==> config.mk <==
export PLATFORM = sky130hd
export DESIGN_NAME = bias_loader
export DESIGN_NICKNAME = d
export VERILOG_FILES = /design/src/rtl/bias_loader.sv
export SDC_FILE = /design/constraint.sdc
export NUM_CORES = 1
export LEC_CHECK = 0
export CAP_MARGIN = 20
export CELL_PAD_IN_SITES_DETAIL_PLACEMENT = 0
export CELL_PAD_IN_SITES_GLOBAL_PLACEMENT = 1
export CORE_MARGIN = 2
export CORE_UTILIZATION = 38
export DETAILED_ROUTE_END_ITERATION = 10
export GPL_ROUTABILITY_DRIVEN = 0
export GPL_TIMING_DRIVEN = 0
export PLACE_DENSITY_LB_ADDON = 0.1
export SYNTH_ARGS = -nofsm -noshare
export SYNTH_HDL_FRONTEND = slang
export SYNTH_SLANG_ARGS = --single-unit
==> constraint.sdc <==
create_clock -name clock -period 1.62 [get_ports clock]
set_input_delay 0.324 -clock clock [delete_from_list [all_inputs] [get_ports clock]]
set_output_delay 0.324 -clock clock [all_outputs]
set_load 0.005 [all_outputs]
==> src/rtl/bias_loader.sv <==
// bias_loader: assembles a byte stream into a shadow bias vector and swaps it
// into the live bias_out only on an explicit commit, so the bias stage never
// sees a partially loaded vector. Byte k lands in lane SIZE-1-k (first byte
// in the MSB lane). Every output is registered.
// Optional build macro BIAS_LOADER_CHECKSUM_EN: after the SIZE data bytes one
// extra checksum byte (sum of the data bytes modulo 256) is expected; a bad
// checksum discards the shadow and pulses csum_err for one cycle.
module bias_loader #(
  parameter int SIZE  = 4,
  parameter int CNT_W = 8
) (
  input  logic                clock,
  input  logic                reset,
  input  logic                in_valid,
  output logic                in_ready,
  input  logic [7:0]          in_data,
  input  logic                clear,
  input  logic                commit,
  output logic [8*SIZE-1:0]   bias_out,
  output logic                bias_valid,
  output logic                bias_loaded,
`ifdef BIAS_LOADER_CHECKSUM_EN
  output logic                csum_err,
`endif
  output logic                shadow_full
);

  typedef enum logic [1:0] {
    FILL  = 2'd0,
    FULL  = 2'd1,
    CHECK = 2'd2
  } state_t;

  localparam logic [CNT_W-1:0] LAST_LANE = CNT_W'(SIZE - 1);

  state_t              state, state_nx;
  logic [CNT_W-1:0]    count, count_nx;
  logic [8*SIZE-1:0]   shadow, shadow_nx;
  logic [8*SIZE-1:0]   bias_nx;
  logic                bias_valid_nx;
  logic                bias_loaded_nx;
  logic                shadow_full_nx;
  logic                in_ready_nx;
  logic                xfer;
`ifdef BIAS_LOADER_CHECKSUM_EN
  logic [7:0]          csum, csum_nx;
  logic                csum_err_nx;
`endif

  assign xfer = in_valid && in_ready;

  // Register all state and outputs; asynchronous reset returns to an empty FILL.
  always_ff @(posedge clock or negedge reset) begin
    if (!reset) begin
      state       <= FILL;
      count       <= '0;
      shadow      <= '0;
      bias_out    <= '0;
      bias_valid  <= 1'b0;
      bias_loaded <= 1'b0;
      shadow_full <= 1'b0;
      in_ready    <= 1'b0;
`ifdef BIAS_LOADER_CHECKSUM_EN
      csum        <= '0;
      csum_err    <= 1'b0;
`endif
    end else begin
      state       <= state_nx;
      count       <= count_nx;
      shadow      <= shadow_nx;
      bias_out    <= bias_nx;
      bias_valid  <= bias_valid_nx;
      bias_loaded <= bias_loaded_nx;
      shadow_full <= shadow_full_nx;
      in_ready    <= in_ready_nx;
`ifdef BIAS_LOADER_CHECKSUM_EN
      csum        <= csum_nx;
      csum_err    <= csum_err_nx;
`endif
    end
  end

  // Next-state and next-output logic; clear overrides commit and any byte transfer.
  always_comb begin
    state_nx       = state;
    count_nx       = count;
    shadow_nx      = shadow;
    bias_nx        = bias_out;
    bias_valid_nx  = bias_valid;
    bias_loaded_nx = 1'b0;
    shadow_full_nx = shadow_full;
    in_ready_nx    = in_ready;
`ifdef BIAS_LOADER_CHECKSUM_EN
    csum_nx        = csum;
    csum_err_nx    = 1'b0;
`endif

    if (clear) begin
      state_nx       = FILL;
      count_nx       = '0;
      shadow_full_nx = 1'b0;
      in_ready_nx    = 1'b1;
    end else begin
      case (state)
        FILL: begin
          // in_ready rises here on the first edge after reset release
          in_ready_nx = 1'b1;
          if (xfer) begin
            for (int i = 0; i < SIZE; i++) begin
              if (count == CNT_W'(SIZE - 1 - i)) begin
                shadow_nx[8*i +: 8] = in_data;
              end
            end
`ifdef BIAS_LOADER_CHECKSUM_EN
            // running checksum restarts with the first byte of every load
            csum_nx = (count == '0) ? in_data : csum + in_data;
`endif
            if (count == LAST_LANE) begin
              count_nx = '0;
`ifdef BIAS_LOADER_CHECKSUM_EN
              state_nx = CHECK;
`else
              state_nx       = FULL;
              shadow_full_nx = 1'b1;
              in_ready_nx    = 1'b0;
`endif
            end else begin
              count_nx = count + CNT_W'(1);
            end
          end
        end

        FULL: begin
          in_ready_nx = 1'b0;
          if (commit) begin
            bias_nx        = shadow;
            bias_valid_nx  = 1'b1;
            bias_loaded_nx = 1'b1;
            shadow_full_nx = 1'b0;
            in_ready_nx    = 1'b1;
            state_nx       = FILL;
          end
        end

`ifdef BIAS_LOADER_CHECKSUM_EN
        CHECK: begin
          in_ready_nx = 1'b1;
          if (xfer) begin
            if (in_data == csum) begin
              state_nx       = FULL;
              shadow_full_nx = 1'b1;
              in_ready_nx    = 1'b0;
            end else begin
              // bad checksum: drop the load and start over
              state_nx    = FILL;
              count_nx    = '0;
              csum_err_nx = 1'b1;
            end
          end
        end
`endif

        default: begin
          state_nx       = FILL;
          count_nx       = '0;
          shadow_full_nx = 1'b0;
          in_ready_nx    = 1'b1;
        end
      endcase
    end
  end

endmodule

* After elaboration in Yosys (flattened, before gate mapping) *
Cells that the tools add are included.

word-level totals
  input bits = 13
  bits in registers = 78
  output and inout bits = 36

cells by class
  equal/unequal tests = 8
  bitwise operators = 1
  reduce and logical (&&, ||, !) cells = 10
  $add $sub $neg = 1
  muxes and demuxes = 21

operator list
  operator                                                               number
  8-bit two-way mux                                                      3
  8-bit by 2-bit equality test with 1-bit output, second input constant  2
  8-bit case mux with 2 select lines                                     1
  4-bit AND reduction                                                    4
  1-bit two-way mux                                                      10
  3-bit != test, second input constant                                   3
  8-bit by 1-bit adder with 8-bit output, second input constant          1
  8-bit by 1-bit equality test with 1-bit output, second input constant  1
  8-bit zero test                                                        1
  2-bit two-way mux                                                      4
  3-bit AND reduction                                                    2
  1-bit case mux with 2 select lines                                     2
  2-bit case mux with 2 select lines                                     1
  2-bit by 1-bit equality test with 1-bit output, second input constant  1
  2-bit zero test                                                        1
  2-bit != test, second input constant                                   1
  2-bit AND reduction                                                    1
  1-bit logical AND                                                      1
  1-bit inverter                                                         1

* Longest topological paths before layout *
Gate-level depths: netlist of the first run.

  word-level depth = 5
  depth in mapped cells = 6

* Worst setup path before layout of the first run *
OpenSTA, ideal clock, no wires.

  path type = register -> register
  from = register count[0]
  to = register count[5]
  period minus slack after synthesis = 1.733 ns
  stages on the path, launching flop included = 6
  data required time = 1.537 ns
  buffers on the path = 0
  slack = -0.113 ns
  library setup time = 0.083 ns
  data arrival time = 1.650 ns
  cell sequence = dfrtp_1 > ha_1 > nor3b_1 > a21o_2 > or4_1 > o21ai_0

between the ends
  word-level cells in the longest chain between the ends = 5
  elaborated cells between the ends (all ways) = 6
  those cells by class = add/sub (1); eq/ne (1); mux (4)

RTL lines
  what                                                                                                      RTL line  RTL
  start: declaration                                                                                        37        logic [CNT_W-1:0] count, count_nx;
  start signal: assignment                                                                                  69        count <= count_nx;
  8-bit by 1-bit adder with 8-bit output or 8-bit by 2-bit equality test with 1-bit output (tied branches)  128, 118
  8-bit two-way mux *                                                                                       118       if (count == LAST_LANE) begin
  8-bit two-way mux *                                                                                       108       if (xfer) begin
  8-bit case mux with 2 select lines *                                                                      104       case (state)
  8-bit two-way mux *                                                                                       98        if (clear) begin

Mark *: on every way between the ends. The rest lies on a longest branch, timed or not. The select of a mux whose other input is x is not followed.
A chain may end at the register's enable or synchronous reset.

==> metrics.md, run 1 <==
| Metric | Value |
|---|---|
| CTS clk-pin slew, worst paths | 0.08 ns |
| DIE HEIGHT | 96.08 microns |
| Layout Skew | 0.007147 ns |
| CP Cell Sequence | and3b_1, clkbuf_8, and4b_1, buf_12, nand2_8, mux2_4 |
| Synth area leader | dfrtp_1 |
| CTS tree | built |
| Worst min-delay path class | primary input to async pin |
| Final core utilization | 0.5212 |
| P&R area growth vs syn | 32.93% |
| Via count of the routed design | 2,136 |
| Minimum clock period | 1.693 ns |
| Number of max-cap violations | 0 |
| Leakage power | 2.151 nW |
| Max_slew headroom | 0.7058 |
| Mapped Nets | 288 |
| Hold WS | 0.4082 ns |
| Least-Margin Pin Slew | 0.4414 ns |
| Tot Pwr | 0.004594 W |
| Violated checks | negative setup slack |
| Placed inst area | 0.003872 sq mm |
| PD cells | 1073 mW/mm^2 |
| Sequential share of the synthesized area | 0.5903 |
| Row count | 33 |
| Final wirelength | 6704 microns |
| Clk root buf | clkbuf_8 |
| Number of vias per cell | 4.695 |
| Clk Latency, worst-skew pair | 0.34 ns |
| Worst Path Max Fanout | 8 |
| I/O Buffers | 48 |
| Final Slew Violations | 0 |
| WL/cell | 14.73 microns |
| Number of global-route vias before repair | 2,131 |
| Commonest non-fill, non-tap cells in the layout | 103 x nand2_1, 74 x dfrtp_1, 45 x clkdlybuf4s50_1 |
| Setup ws final | -0.07320 ns |
| Die width | 96.08 microns |
| Largest net degree at the start of global routing | 55 |
| Status | complete, but fails checks |
| Fin nets | 362 |
| Commonest non-fill, non-tap cell in the layout | nand2_1 |
| Total CTS buffers | 9 |
| Synth cell types | 31 |
| Final Instance Area | 0.004283 sq mm |
| Sequential Area | 0.001904 sq mm |
| Top Ports | 49 |
| GRT Total Usage | 0.1604 |
| R2R Setup Slk | -0.07 ns |
| Share of cells above drive strength 1 | 0.2314 |
| Final setup violation count | 32 |
| Clk sink count | 76 |
| Grt ovf | 0 |
| Drt pass-1 iters | 4 |
| Crit-path slowest cell | dfrtp_1 |
| Required @ worst endpoint | 1.85 ns |
| Initial antenna violation count | 0 |
| Mapped Cells | 271 |
| Post-synth EDFFs | 0 |
| Final worst path period share | 1.045 |
| Synth Area per Inst | 11.89 sq um |
| Ys flop type | dfrtp_1 |
| Netlist Area Pre-Place | 0.003222 sq mm |
| Critical Path End Type | flop |
| Yosys top cell area share | 0.5903 |
| DP HPWL | 4273 microns |
| WP data arrival | 1.92 ns |
| Yosys Warn Count | 0 |
| Async SR Flop Fraction | 1.000 |
| Multi-input logic area | 0.001308 sq mm |
| Hold Vio Cnt, Final | 0 |
| Max clock buf depth | 2 |
| Antenna Violating Nets Remaining | 0 |
| RSZ-0062 raised after global routing | yes |
| Core ar. | 0.008217 sq mm |
| #FFs+latches synth | 76 |
| Setup Crit Path Kind | flop to flop |
| N_diodes | 0 |
| VDD IR max | 0.3926 mV |
| Top cells by area, synth | dfrtp_1 59%, mux2_4 15%, nand2_1 12%, nand2_8 2.5%, ha_1 1.6% |
| Startpoint class of the critical path | flop |
| First-iteration detailed-routing DRC count | 85 |
| Drt drc | 0 |
| Max Fclk | 590.6 MHz |
| Initial Utilization | 0.3921 |
| Die area | 0.009231 sq mm |
| Global-route wire length before repair | 10,940 microns |
| CTS HTree Levels | 3 |
| Fillers | 739 |
| Slowest cell delay on critical path | 0.40 ns |
## per-layer routing
layer  up-vias  global-route usage  wire length, microns  share of wire
met4         0             0.06786                   111          0.017
met2        46              0.2477                  3060           0.46
met3        10             0.03289                   245          0.037
met1      1037              0.2192                  3287           0.49
li1       1043                   -                     -              -
met5         -                   0                     0              0
## Yosys cell counts, types with 2 or more instances
library cell  count
nand2_1         103
dfrtp_1          76
mux2_4           32
clkbuf_1          7
a21oi_1           6
ha_1              4
inv_1             4
nand2_8           4
nor2_1            4
o21ai_0           4
nand2b_1          3
nand3_1           2
nand3b_1          2
nand4_1           2
or4_1             2
## per-stage QoR
step	instances	TNS [ns]	setup slack (ns)
floorplan	271	-1.924	-0.06090
global placement	424	-226.99	-2.579
detailed placement	425	-31.92	-0.5797
CTS	453	-1.663	-0.07627
global route	455	-3.962	-0.1376
finish	455	-1.831	-0.07320
## critical path: cells and delay by family (launching register included)
kind,cells,cell delay [ns]
AND/OR/NAND/NOR,3,0.55
buffers and inverters,2,0.30
multiplexers,1,0.31
flip-flops,1,0.40
## timing repair
| action | 4_1_cts | 5_1_grt |
|---|---|---|
| endpoints found under the setup margin | 66 | 64 |
| pin swaps | 3 | 5 |
| cloned | 0 | 1 |
| hold buffers | 1 | 0 |
| hold endpoints to repair | 22 | 0 |
| setup buffers | 11 | 3 |
| gates resized for setup | 7 | 15 |
## path summary, 6_finish.rpt
kind,startpoint,end,cells past startpoint
setup reg to reg,shadow_full,shadow[16],6
hold reg to reg,shadow[14],bias_out[14],2
min in group clock,shadow[14],bias_out[14],2
hold / removal,reset,bias_out[14],2
max in group asynchronous,reset,count[1],3
setup / recovery,shadow_full,shadow[16],6
## where the power goes
part / leakage, nW / switching, W / internal [W]
registers: 1.00 / 0.000128 / 0.00213
logic: 1.03 / 0.000200 / 0.000404
clock network: 0.117 / 0.000703 / 0.00103
total: 2.15 / 0.00103 / 0.00356
## logic make-up after synthesis
logic type	count (synthesis)	synth area share
compound gates	13	0.02330
fa+ha+maj	4	0.01553
flops	76	0.5903
xor+xnor	2	0.005438
buf+inv	13	0.01747
mux	33	0.1522
simple gates	130	0.1957
## final cells by class
class,instances,area share
buffer,7,0.01402
clock buffer,10,0.02980
clock inverter,6,0.02600
inverter,4,0.003506
multi-input combinational,183,0.3053
sequential,76,0.4446
tap,105,0.03067
timing repair buffer,64,0.1461
## registers in the layout (all words and copies together), names as in the netlist
signal	cells
bias_out	32
shadow	32
count	8
bias_loaded	1
bias_valid	1
in_ready	1
shadow_full	1
Power figures use the tool's default switching activity.
==> run 2, diff against run 1 <==
MAX_ROUTING_LAYER = met4   (was not set)
==> run 2 against run 1 <==
The flow still finishes with violations (negative setup slack); global-route usage increased by 0.48 points; cell area unchanged; final cell count is the same; first-iteration DRC count fell by 9.4%; largest cell class unchanged; largest power group unchanged.
==> metrics.md, run 2 (synthesis results as in run 1) <==
| Metric | Value |
|---|---|
| WL/cell | 14.86 microns (+0.88%) |
| CTS HTree Levels | 3 (unchanged) |
| Core ar. | 0.008217 sq mm (unchanged) |
| GRT Total Usage | 0.1652 (+0.004796) |
| Max Fclk | 589.9 MHz (-0.11%) |
| Top Ports | 49 (unchanged) |
| Tot Pwr | 0.004599 W (about the same) |
| N_diodes | 0 (unchanged) |
| Grt ovf | 0 (unchanged) |
| Placed cell count | 425 (unchanged) |
| Setup Crit Path Kind | flop to flop |
| Minimum clock period | 1.695 ns (+0.001898 ns) |
| Multi-input logic area | 0.001308 sq mm (unchanged) |
| Power share of the combinational group | 0.131 (about the same) |
| Leakage power | 2.151 nW (unchanged) |
| Initial antenna violation count | 0 (unchanged) |
| Drt drc | 0 (unchanged) |
| Top Registers | bias_out (32), shadow (32), count (8) |
| Seq pwr share | 0.492 (about the same) |
| Clk sink count | 76 (unchanged) |
| Critical Path End Type | flop |
| Internal power | 0.003563 W (about the same) |
| Reg2Reg Depth | 6 (unchanged) |
| Die width | 96.08 microns (unchanged) |
| Total CTS buffers | 9 (unchanged) |
| Worst setup path start | shadow_full |
| Share of cells above drive strength 1 | 0.2314 (unchanged) |
| Die area | 0.009231 sq mm (unchanged) |
| Final setup violation count | 32 (unchanged) |
| Row count | 33 (unchanged) |
| Clk root buf | clkbuf_8 |
| Crit path to | shadow[18] |
| Net switching power | 0.001036 W (+0.42%) |
| CTS clk-pin slew, worst paths | 0.08 ns (about the same) |
| DP HPWL | 4273 microns (unchanged) |
| WP data arrival | 1.92 ns (about the same) |
| Place WS | -0.5797 ns (unchanged) |
| Violated checks | negative setup slack |
| Fillers | 739 (unchanged) |
| Max clock buf depth | 2 (unchanged) |
| Commonest non-fill, non-tap cells in the layout | 103 x nand2_1, 74 x dfrtp_1, 45 x clkdlybuf4s50_1 |
| CTS tree | built |
| Clk pwr share | 0.377 (about the same) |
| Global-route wire length before repair | 10,940 microns (about the same) |
| Final worst path period share | 1.046 (+0.001172) |
| Largest net degree at the start of global routing | 55 (unchanged) |
| Least-Margin Pin Slew | 0.4262 ns (-0.01519 ns) |
| Worst Path Max Fanout | 8 (unchanged) |
| Hold Vio Cnt, Final | 0 (unchanged) |
| Worst min-delay path class | primary input to async pin |
| PD cells | 1074 mW/mm^2 (about the same) |
| Number of global-route vias before repair | 2,130 (-0.047%) |
| Sequential Area | 0.001904 sq mm (unchanged) |
| Initial Utilization | 0.3921 (unchanged) |
| DIE HEIGHT | 96.08 microns (unchanged) |
| Fin cells | 455 (unchanged) |
| Number of max-cap violations | 0 (unchanged) |
| First-iteration detailed-routing DRC count | 77 (-9.4%) |
| Final Slew Violations | 0 (unchanged) |
| Drt pass-1 iters | 4 (unchanged) |
| Antenna Violating Nets Remaining | 0 (unchanged) |
| Startpoint class of the critical path | flop |
| Required @ worst endpoint | 1.85 ns (about the same) |
| Number of vias per cell | 4.697 (about the same) |
| P&R area growth vs syn | 32.93% (unchanged) |
| Fin nets | 362 (unchanged) |
| Status | complete, but fails checks |
| Clk Latency, worst-skew pair | 0.35 ns (about the same) |
| Via count of the routed design | 2,137 (+0.047%) |
| Switching power share of the total | 0.2252 (+0.0007317) |
| RSZ-0062 raised after global routing | yes |
| R2R Setup Slk | -0.08 ns (about the same) |
| Final wirelength | 6763 microns (+0.88%) |
| Commonest non-fill, non-tap cell in the layout | nand2_1 |
| FF-to-FF End | shadow[18] |
| Layout Skew | 0.008657 ns (+0.001509 ns) |
| Setup ws final | -0.07509 ns (-0.001898 ns) |
| I/O Buffers | 48 (unchanged) |
| FF-to-FF Start | shadow_full |
| Max_slew headroom | 0.7159 (+0.01013) |
| VDD IR max | 0.3929 mV (about the same) |
run 2: worst min path at each step:
| stage | start | slack (ns) | to | cells past startpoint |
|---|---|---|---|---|
| 6_report | reset | 0.41 | bias_out[14] | 2 |
| 5_1_grt | reset | 0.43 | bias_out[14] | 2 |
| 3_5_place_dp | reset | 0.24 | bias_out[14] | 1 |
| 2_1_floorplan | reset | 0.03 | bias_loaded | 0 |
| 4_1_cts | reset | 0.41 | bias_out[14] | 2 |
| 3_3_place_gp | shadow[19] | 0.45 | bias_out[19] | 2 |
run 2: per-layer routing:
metal  global-route usage  vias to the layer above  part of all wire
met2               0.2483                       47              0.46
met4              0.06786                        0             0.014
met3              0.03367                        9             0.033
met5                    -                        -                 0
li1                     -                     1039                 -
met1               0.2187                     1042              0.49
run 2: through the flow:
step	utilization	hold slack [ns]	setup TNS [ns]	cell area, sq um
final	0.5212	0.4074	-1.803	4283
after global routing	0.5212	0.4278	-3.964	4283
after CTS	0.5130	0.4093	-1.663	4215
after detailed placement	0.4713	0.2433	-31.92	3872
after global placement	0.4683	0.4533	-226.99	3847
after floorplan	-	0.02841	-1.924	3236
run 2: area by class of cell:
class,instances,area share
timing repair buffer,64,0.1461
buffer,7,0.01402
clock buffer,10,0.02980
tap,105,0.03067
inverter,4,0.003506
sequential,76,0.4446
multi-input combinational,183,0.3053
clock inverter,6,0.02600
run 2: power groups by stage:
stage	clock [W]	sequential [W]	combinational [W]
2_1_floorplan	0	0.00227	0.000385
3_3_place_gp	0	0.00230	0.000566
3_5_place_dp	0	0.00230	0.000579
4_1_cts	0.00178	0.00226	0.000605
5_1_grt	0.00186	0.00230	0.000659
6_report	0.00173	0.00226	0.000604
run 2: repair_timing:
action	CTS	global route
hold buffers	1	0
endpoints found under the hold margin	22	0
gates resized for setup	7	15
buffers inserted	11	3
pin swaps	3	5
setup endpoints to repair	66	64
gates cloned	0	1
run 2: critical path: stages, from the launching register on:
cell	delay, ns
dfrtp_1	0.40
and3b_1	0.22
clkbuf_8	0.12
and4b_1	0.23
buf_12	0.18
nand2_8	0.11
mux2_4	0.31
